### config.mk
export PLATFORM = sky130hd
export DESIGN_NAME = uart_tx
export DESIGN_NICKNAME = d
export VERILOG_FILES = /design/src/rtl/uart_pkg.sv /design/src/rtl/uart_baud_counter.sv /design/src/rtl/uart_tx.sv
export SDC_FILE = /design/constraint.sdc
export NUM_CORES = 1
export LEC_CHECK = 0
export CAP_MARGIN = 20
export CORE_ASPECT_RATIO = 1.1
export CORE_UTILIZATION = 52
export DETAILED_ROUTE_END_ITERATION = 6
export HOLD_SLACK_MARGIN = 0.12
export PLACE_DENSITY = 0.8
export SLEW_MARGIN = 20
export SYNTH_ARGS = -nofsm -noshare
export SYNTH_HDL_FRONTEND = slang
export SYNTH_SLANG_ARGS = --single-unit
### constraint.sdc
create_clock -name clk -period 2.7 [get_ports clk]
set_clock_uncertainty 0.15 [all_clocks]
set_input_delay 0.54 -clock clk [delete_from_list [all_inputs] [get_ports clk]]
set_output_delay 0.54 -clock clk [all_outputs]
set_load 0.02 [all_outputs]
### src/rtl/uart_pkg.sv
// Shared UART definitions used by the transmit block and the receive block.
// Both sides take their baud timing and status-word layout from here.
package uart_pkg;

  localparam int BAUD_DIV_DEFAULT  = 217;
  localparam int STOP_BITS_DEFAULT = 1;
  localparam int UART_FLAG_BIT     = 15;
  localparam int DATA_BITS         = 8;

  typedef enum logic [1:0] {
    TX_IDLE  = 2'd0,
    TX_START = 2'd1,
    TX_DATA  = 2'd2,
    TX_STOP  = 2'd3
  } tx_state_e;

  // Line level for the given transmitter state; data bits come from the shift LSB.
  function automatic logic tx_level(input tx_state_e st, input logic data_bit);
    logic level;
    case (st)
      TX_IDLE:  level = 1'b1;
      TX_START: level = 1'b0;
      TX_DATA:  level = data_bit;
      TX_STOP:  level = 1'b1;
      default:  level = 1'b1;
    endcase
    return level;
  endfunction

endpackage

### src/rtl/uart_baud_counter.sv
// Modulo-DIV bit-period counter with synchronous clear and restart.
// tick marks the terminal count (DIV-1) while the counter is enabled.
module uart_baud_counter
  import uart_pkg::*;
#(
  parameter int DIV = BAUD_DIV_DEFAULT
) (
  input  logic        clk,
  input  logic        clear,
  input  logic        restart,
  input  logic        enable,
  output logic        tick,
  output logic [15:0] count
);

  localparam logic [15:0] TERMINAL = 16'(DIV - 1);

  logic [15:0] count_r;

  assign tick  = enable && (count_r == TERMINAL);
  assign count = count_r;

  // Count 0..DIV-1 while enabled; restart realigns the period to a new frame.
  always_ff @(posedge clk) begin
    if (clear) begin
      count_r <= 16'd0;
    end else if (restart) begin
      count_r <= 16'd0;
    end else if (enable) begin
      if (count_r == TERMINAL) begin
        count_r <= 16'd0;
      end else begin
        count_r <= count_r + 16'd1;
      end
    end else begin
      count_r <= count_r;
    end
  end

endmodule

### src/rtl/uart_tx.sv
// UART transmitter: serialises a CPU-written byte as an 8N1 (or 8N2) frame.
// TX and the busy flag are both registered so they change in the same cycle.
module uart_tx
  import uart_pkg::*;
#(
  parameter int BAUD_DIV  = BAUD_DIV_DEFAULT,
  parameter int STOP_BITS = STOP_BITS_DEFAULT
) (
  input  logic        clk,
  input  logic        clear,
  input  logic        load,
  input  logic [15:0] in,
  output logic        TX,
  output logic [15:0] out
);

  localparam logic [15:0] BAUD_LAST = 16'(BAUD_DIV - 1);
  localparam logic [2:0]  LAST_IDX  = 3'(DATA_BITS - 1);
  localparam logic [1:0]  STOP_INIT = 2'(STOP_BITS);

  tx_state_e   state_r, state_n;
  logic [7:0]  shift_r, shift_n;
  logic [2:0]  bit_idx_r, bit_idx_n;
  logic [1:0]  stop_cnt_r, stop_cnt_n;
  logic        tx_r, tx_n;
  logic        busy_r;

  logic        restart_s;
  logic        baud_tick_s;
  logic [15:0] baud_count_s;
  logic        baud_fault_s;
  logic [7:0]  unused_in_hi_s;

  assign unused_in_hi_s = in[15:8];

  uart_baud_counter #(.DIV(BAUD_DIV)) u_baud (
    .clk     (clk),
    .clear   (clear),
    .restart (restart_s),
    .enable  (state_r != TX_IDLE),
    .tick    (baud_tick_s),
    .count   (baud_count_s)
  );

  // An out-of-range count can only come from a corrupted flop; abandon the frame.
  assign baud_fault_s = (state_r != TX_IDLE) && (baud_count_s > BAUD_LAST);

  // Next-state, shift and counter logic; TX is precomputed from the next state.
  always_comb begin
    state_n    = state_r;
    shift_n    = shift_r;
    bit_idx_n  = bit_idx_r;
    stop_cnt_n = stop_cnt_r;
    restart_s  = 1'b0;
    tx_n       = 1'b1;
    if (baud_fault_s) begin
      state_n    = TX_IDLE;
      shift_n    = 8'h00;
      bit_idx_n  = 3'd0;
      stop_cnt_n = 2'd0;
    end else begin
      case (state_r)
        TX_IDLE: begin
          if (load) begin
            state_n    = TX_START;
            shift_n    = in[7:0];
            bit_idx_n  = 3'd0;
            stop_cnt_n = 2'd0;
            restart_s  = 1'b1;
          end else begin
            state_n = TX_IDLE;
          end
        end
        TX_START: begin
          if (baud_tick_s) begin
            state_n   = TX_DATA;
            bit_idx_n = 3'd0;
          end else begin
            state_n = TX_START;
          end
        end
        TX_DATA: begin
          if (baud_tick_s) begin
            shift_n   = {1'b0, shift_r[7:1]};
            bit_idx_n = bit_idx_r + 3'd1;
            if (bit_idx_r == LAST_IDX) begin
              state_n    = TX_STOP;
              stop_cnt_n = STOP_INIT;
            end else begin
              state_n = TX_DATA;
            end
          end else begin
            state_n = TX_DATA;
          end
        end
        TX_STOP: begin
          if (baud_tick_s) begin
            stop_cnt_n = stop_cnt_r - 2'd1;
            if (stop_cnt_r == 2'd1) begin
              state_n = TX_IDLE;
            end else begin
              state_n = TX_STOP;
            end
          end else begin
            state_n = TX_STOP;
          end
        end
        default: begin
          state_n = TX_IDLE;
        end
      endcase
    end
    tx_n = tx_level(state_n, shift_n[0]);
  end

  // State and output registers; clear wins over a simultaneous load.
  always_ff @(posedge clk) begin
    if (clear) begin
      state_r    <= TX_IDLE;
      shift_r    <= 8'h00;
      bit_idx_r  <= 3'd0;
      stop_cnt_r <= 2'd0;
      tx_r       <= 1'b1;
      busy_r     <= 1'b0;
    end else begin
      state_r    <= state_n;
      shift_r    <= shift_n;
      bit_idx_r  <= bit_idx_n;
      stop_cnt_r <= stop_cnt_n;
      tx_r       <= tx_n;
      busy_r     <= (state_n != TX_IDLE);
    end
  end

  // Status word: only the flag bit is ever set.
  always_comb begin
    out                = 16'h0000;
    out[UART_FLAG_BIT] = busy_r;
  end

  assign TX = tx_r;

endmodule

==> run_results.csv <==
group,metric,value,unit
finish,drive_gt1_share,9.88,%
synth,synth_top_family_by_area,"simple AND/OR/NAND/NOR gates",
finish,fillers,291,
clock_network,cts_tree,"done",
floorplan,die_area,3990,µm²
clock_network,cts.sinks,33,
sta,relSlewSlack,64.4,%
synth,synthSimpleGateAreaFrac,27.0,%
synth,ys_types,41,
finish,multi_input_area,1160,µm²
clock_network,clockBufferDepth,2,
sta,setup_viol,0,
clock_network,root_buffer,"clkbuf_4",
drt,avgRoutedWirePerCell,11.7,µm
setup_path,required,2820,ps
clock_network,insertion_delay,340,ps
clock_network,cts_buffers,5,
floorplan,floorplan.initialDensity,56.5,%
finish,area.growth.synth_to_final,9.98,%
setup_path,worstReg2RegStart,"state_r[0]",
pwr,power_frac_seq,54.2,%
synth,syn-cell-area,1940,µm²
setup_path,path_class,"register to register",
synth,ys_seq_area_share,34.0,%
finish,antenna_cells,0,
global_routing,grt_pass1_vias,1419,
global_routing,grt.overflow.total,0,
global_routing,grt_first_pass_wirelength,5.88,mm
drt,drc_errors,0,
pwr,p_sw,276,µW
synth,syn_inst,227,
pwr,power_frac_comb,17.8,%
synth,synth_mux_area_share,3.16,%
clock_network,htree_levels,2,
sta,worstMarginPinSlew,534,ps
sta,timing.final.crit_share,93.1,%
setup_path,worst_setup_path_start_kind,"register",
synth,yosys.area.top_type_share,34.0,%
finish,seqCellArea,661,µm²
pwr,ir_worst_vdd,0.289,mV
floorplan,core,3440,µm²
clock_network,post_cts_buffers,0,
place,hpwl,2.50,mm
run,maxCapViolCount,0,
setup_path,cp-startpoint,"state_r[0]",
drt,first_iter_violations,32,
synth,synth_compound_area_share,10.4,%
drt,drtAntennaViolNets,0,
clock_network,path_clk_slew,100,ps
setup_path,cp-end-kind,"register",
setup_path,reg2reg_depth,11,
worst_hold_path,hold_start,"shift_r[7]",
global_routing,antenna_found_initial,0,
setup_path,path_max_fanout,5,
place,dp_slack,148,ps
floorplan,ios,36,
sta,drv_slew,0,
pwr,switching_share,29.0,%
setup_path,critPathArrivalTime,2630,ps
floorplan,die_x,60.3,µm
synth,synth-seq-cells,33,
worst_hold_path,hold_path.class,"register to register",
synth,yosysMostFrequentCell,"nor2_1",
drt,vias_per_cell,5.13,
run_status,outcome,"complete, no violations",
pwr,power.share.clock,28.0,%
synth,synth_flop_cell,"dfxtp_1",
synth,yosys.area.top_type,"dfxtp_1",
floorplan,placementRows,22,
global_routing,gr-usage-all-layers,19.7,%
pwr,p_total,952,µW
synth,synth-edff-count,0,
sta,hold_violations,0,
synth,async_flop_share,0,%
finish,fin_area,2140,µm²
pwr,power.internal,676,µW
place,placed_cell_area,2070,µm²
sta,fmax,398,MHz
global_routing,grt_max_degree,17,
synth,ys_top_cells_by_area,"dfxtp_1 34%, ha_1 8.4%, nor2_1 7.5%, buf_4 6.2%, xor2_1 4.5%",
finish,fin_nets,274,
place,portBuffers,12,
sta,layout_setup_ws,186,ps
worst_hold_path,min_delay_path_depth,2,
floorplan,die-height,66.1,µm
drt,vias,1493,
synth,synth_common_cells,"39 x nor2_1, 33 x dfxtp_1, 16 x buf_4",
pwr,p_per_area,445,nW/µm²
drt,dr.pass1.iters,4,
place,place.gp.congestion,0.785,
synth,synthAdderAreaFrac,8.37,%
clock_network,cts_hold_buf,0,
sta,period_needed,2510,ps
synth,synth_xor_area_share,6.76,%
drt,drt-total-wl,3.40,mm
synth,syn_area_per_cell,8.56,µm²
pwr,leakage,0.000842,µW
synth,yosys_warnings,0,
-- sequential cells by signal, summed over array words and instances, names as in the netlist --
signal        count
TX                1
bit_idx_r         3
busy_r            1
shift_r           8
state_r           2
stop_cnt_r        2
u_baud.count     16
-- cell type report --
class                   count  area share [%]
clock buffers               6            1.93
inverters                  11            1.93
clock inverters             2           0.468
well taps                  48            2.81
repair buffers             18            7.73
multi-input cells         173            54.2
flip-flops and latches     33            30.9
-- worst max-delay path: stages (launching register included) --
cell and delay [ps]:
dfxtp_1 390, inv_1 80, ha_1 260, nor4b_4 310, and4_4 290, nand3_1 100, a32oi_2 260, inv_1 100
ha_1 290, nor2_1 100, nor2_1 40, o21ai_0 80
-- worst paths after layout --
kind	to	slack, ps
worst max-delay path	TX	190
worst min-delay path	shift_r[7]	310
worst max register to register	TX	190
worst min register to register	shift_r[7]	310
-- routing by layer --
metal / up-vias / routed length (µm) / GRT usage (%)
met5: - / 0 / 0
met4: 0 / 74 / 9.30
met3: 8 / 133 / 3.72
met2: 34 / 1570 / 31.9
met1: 678 / 1620 / 24.7
li1: 773 / - / -
-- power groups by stage --
| stage | Sequential (µW) | Clock [µW] | Combinational [µW] |
|---|---|---|---|
| 5_1_grt | 519 | 295 | 189 |
| 6_report | 515 | 267 | 169 |
| 4_1_cts | 516 | 272 | 164 |
| 3_5_place_dp | 527 | 0 | 163 |
| 2_1_floorplan | 527 | 0 | 130 |
| 3_3_place_gp | 526 | 0 | 159 |
-- logic make-up after synthesis --
| family | count (synthesis) |
|---|---|
| DFF | 33 |
| buffers and inverters | 35 |
| other | 1 |
| adders and majority gates | 13 |
| AOI/OAI and AO/OA | 27 |
| and+or+nand+nor | 97 |
| muxes | 6 |
| xor gates and xnor gates | 15 |
-- metrics by stage --
step | utilization (%) | cells | setup TNS [ps] | hold slack, ps
after detailed placement | 60.0 | 283 | 0 | 303
final | 62.1 | 291 | 0 | 314
after global routing | 62.1 | 291 | -29.6 | 345
after floorplan | - | 241 | 0 | 282
after CTS | 61.5 | 291 | 0 | 317
after global placement | 60.0 | 283 | 0 | 295
-- cell usage in the layout, fill, tap and decap left out, types with 2 or more instances in the layout --
cell,count
nor2b_1,6
a21oi_1,6
o21ai_0,3
inv_1,11
nor2_1,39
a221oi_1,6
clkdlybuf4s50_1,12
nor4_4,2
nand4_1,4
clkbuf_4,5
and2_1,5
nand2_1,12
buf_4,6
xnor2_1,5
nand3_1,8
or3_1,3
and4_4,2
nand3b_1,2
ha_1,13
conb_1,15
xor2_1,10
nand2b_1,3
nor3_1,6
clkinv_2,2
mux2i_1,5
dfxtp_1,33
-- what timing repair did --
action	4_1_cts	5_1_grt
resized for setup	0	3
hold endpoints to repair	0	0
setup endpoints to repair	0	1
Power figures use the tool's default switching activity.
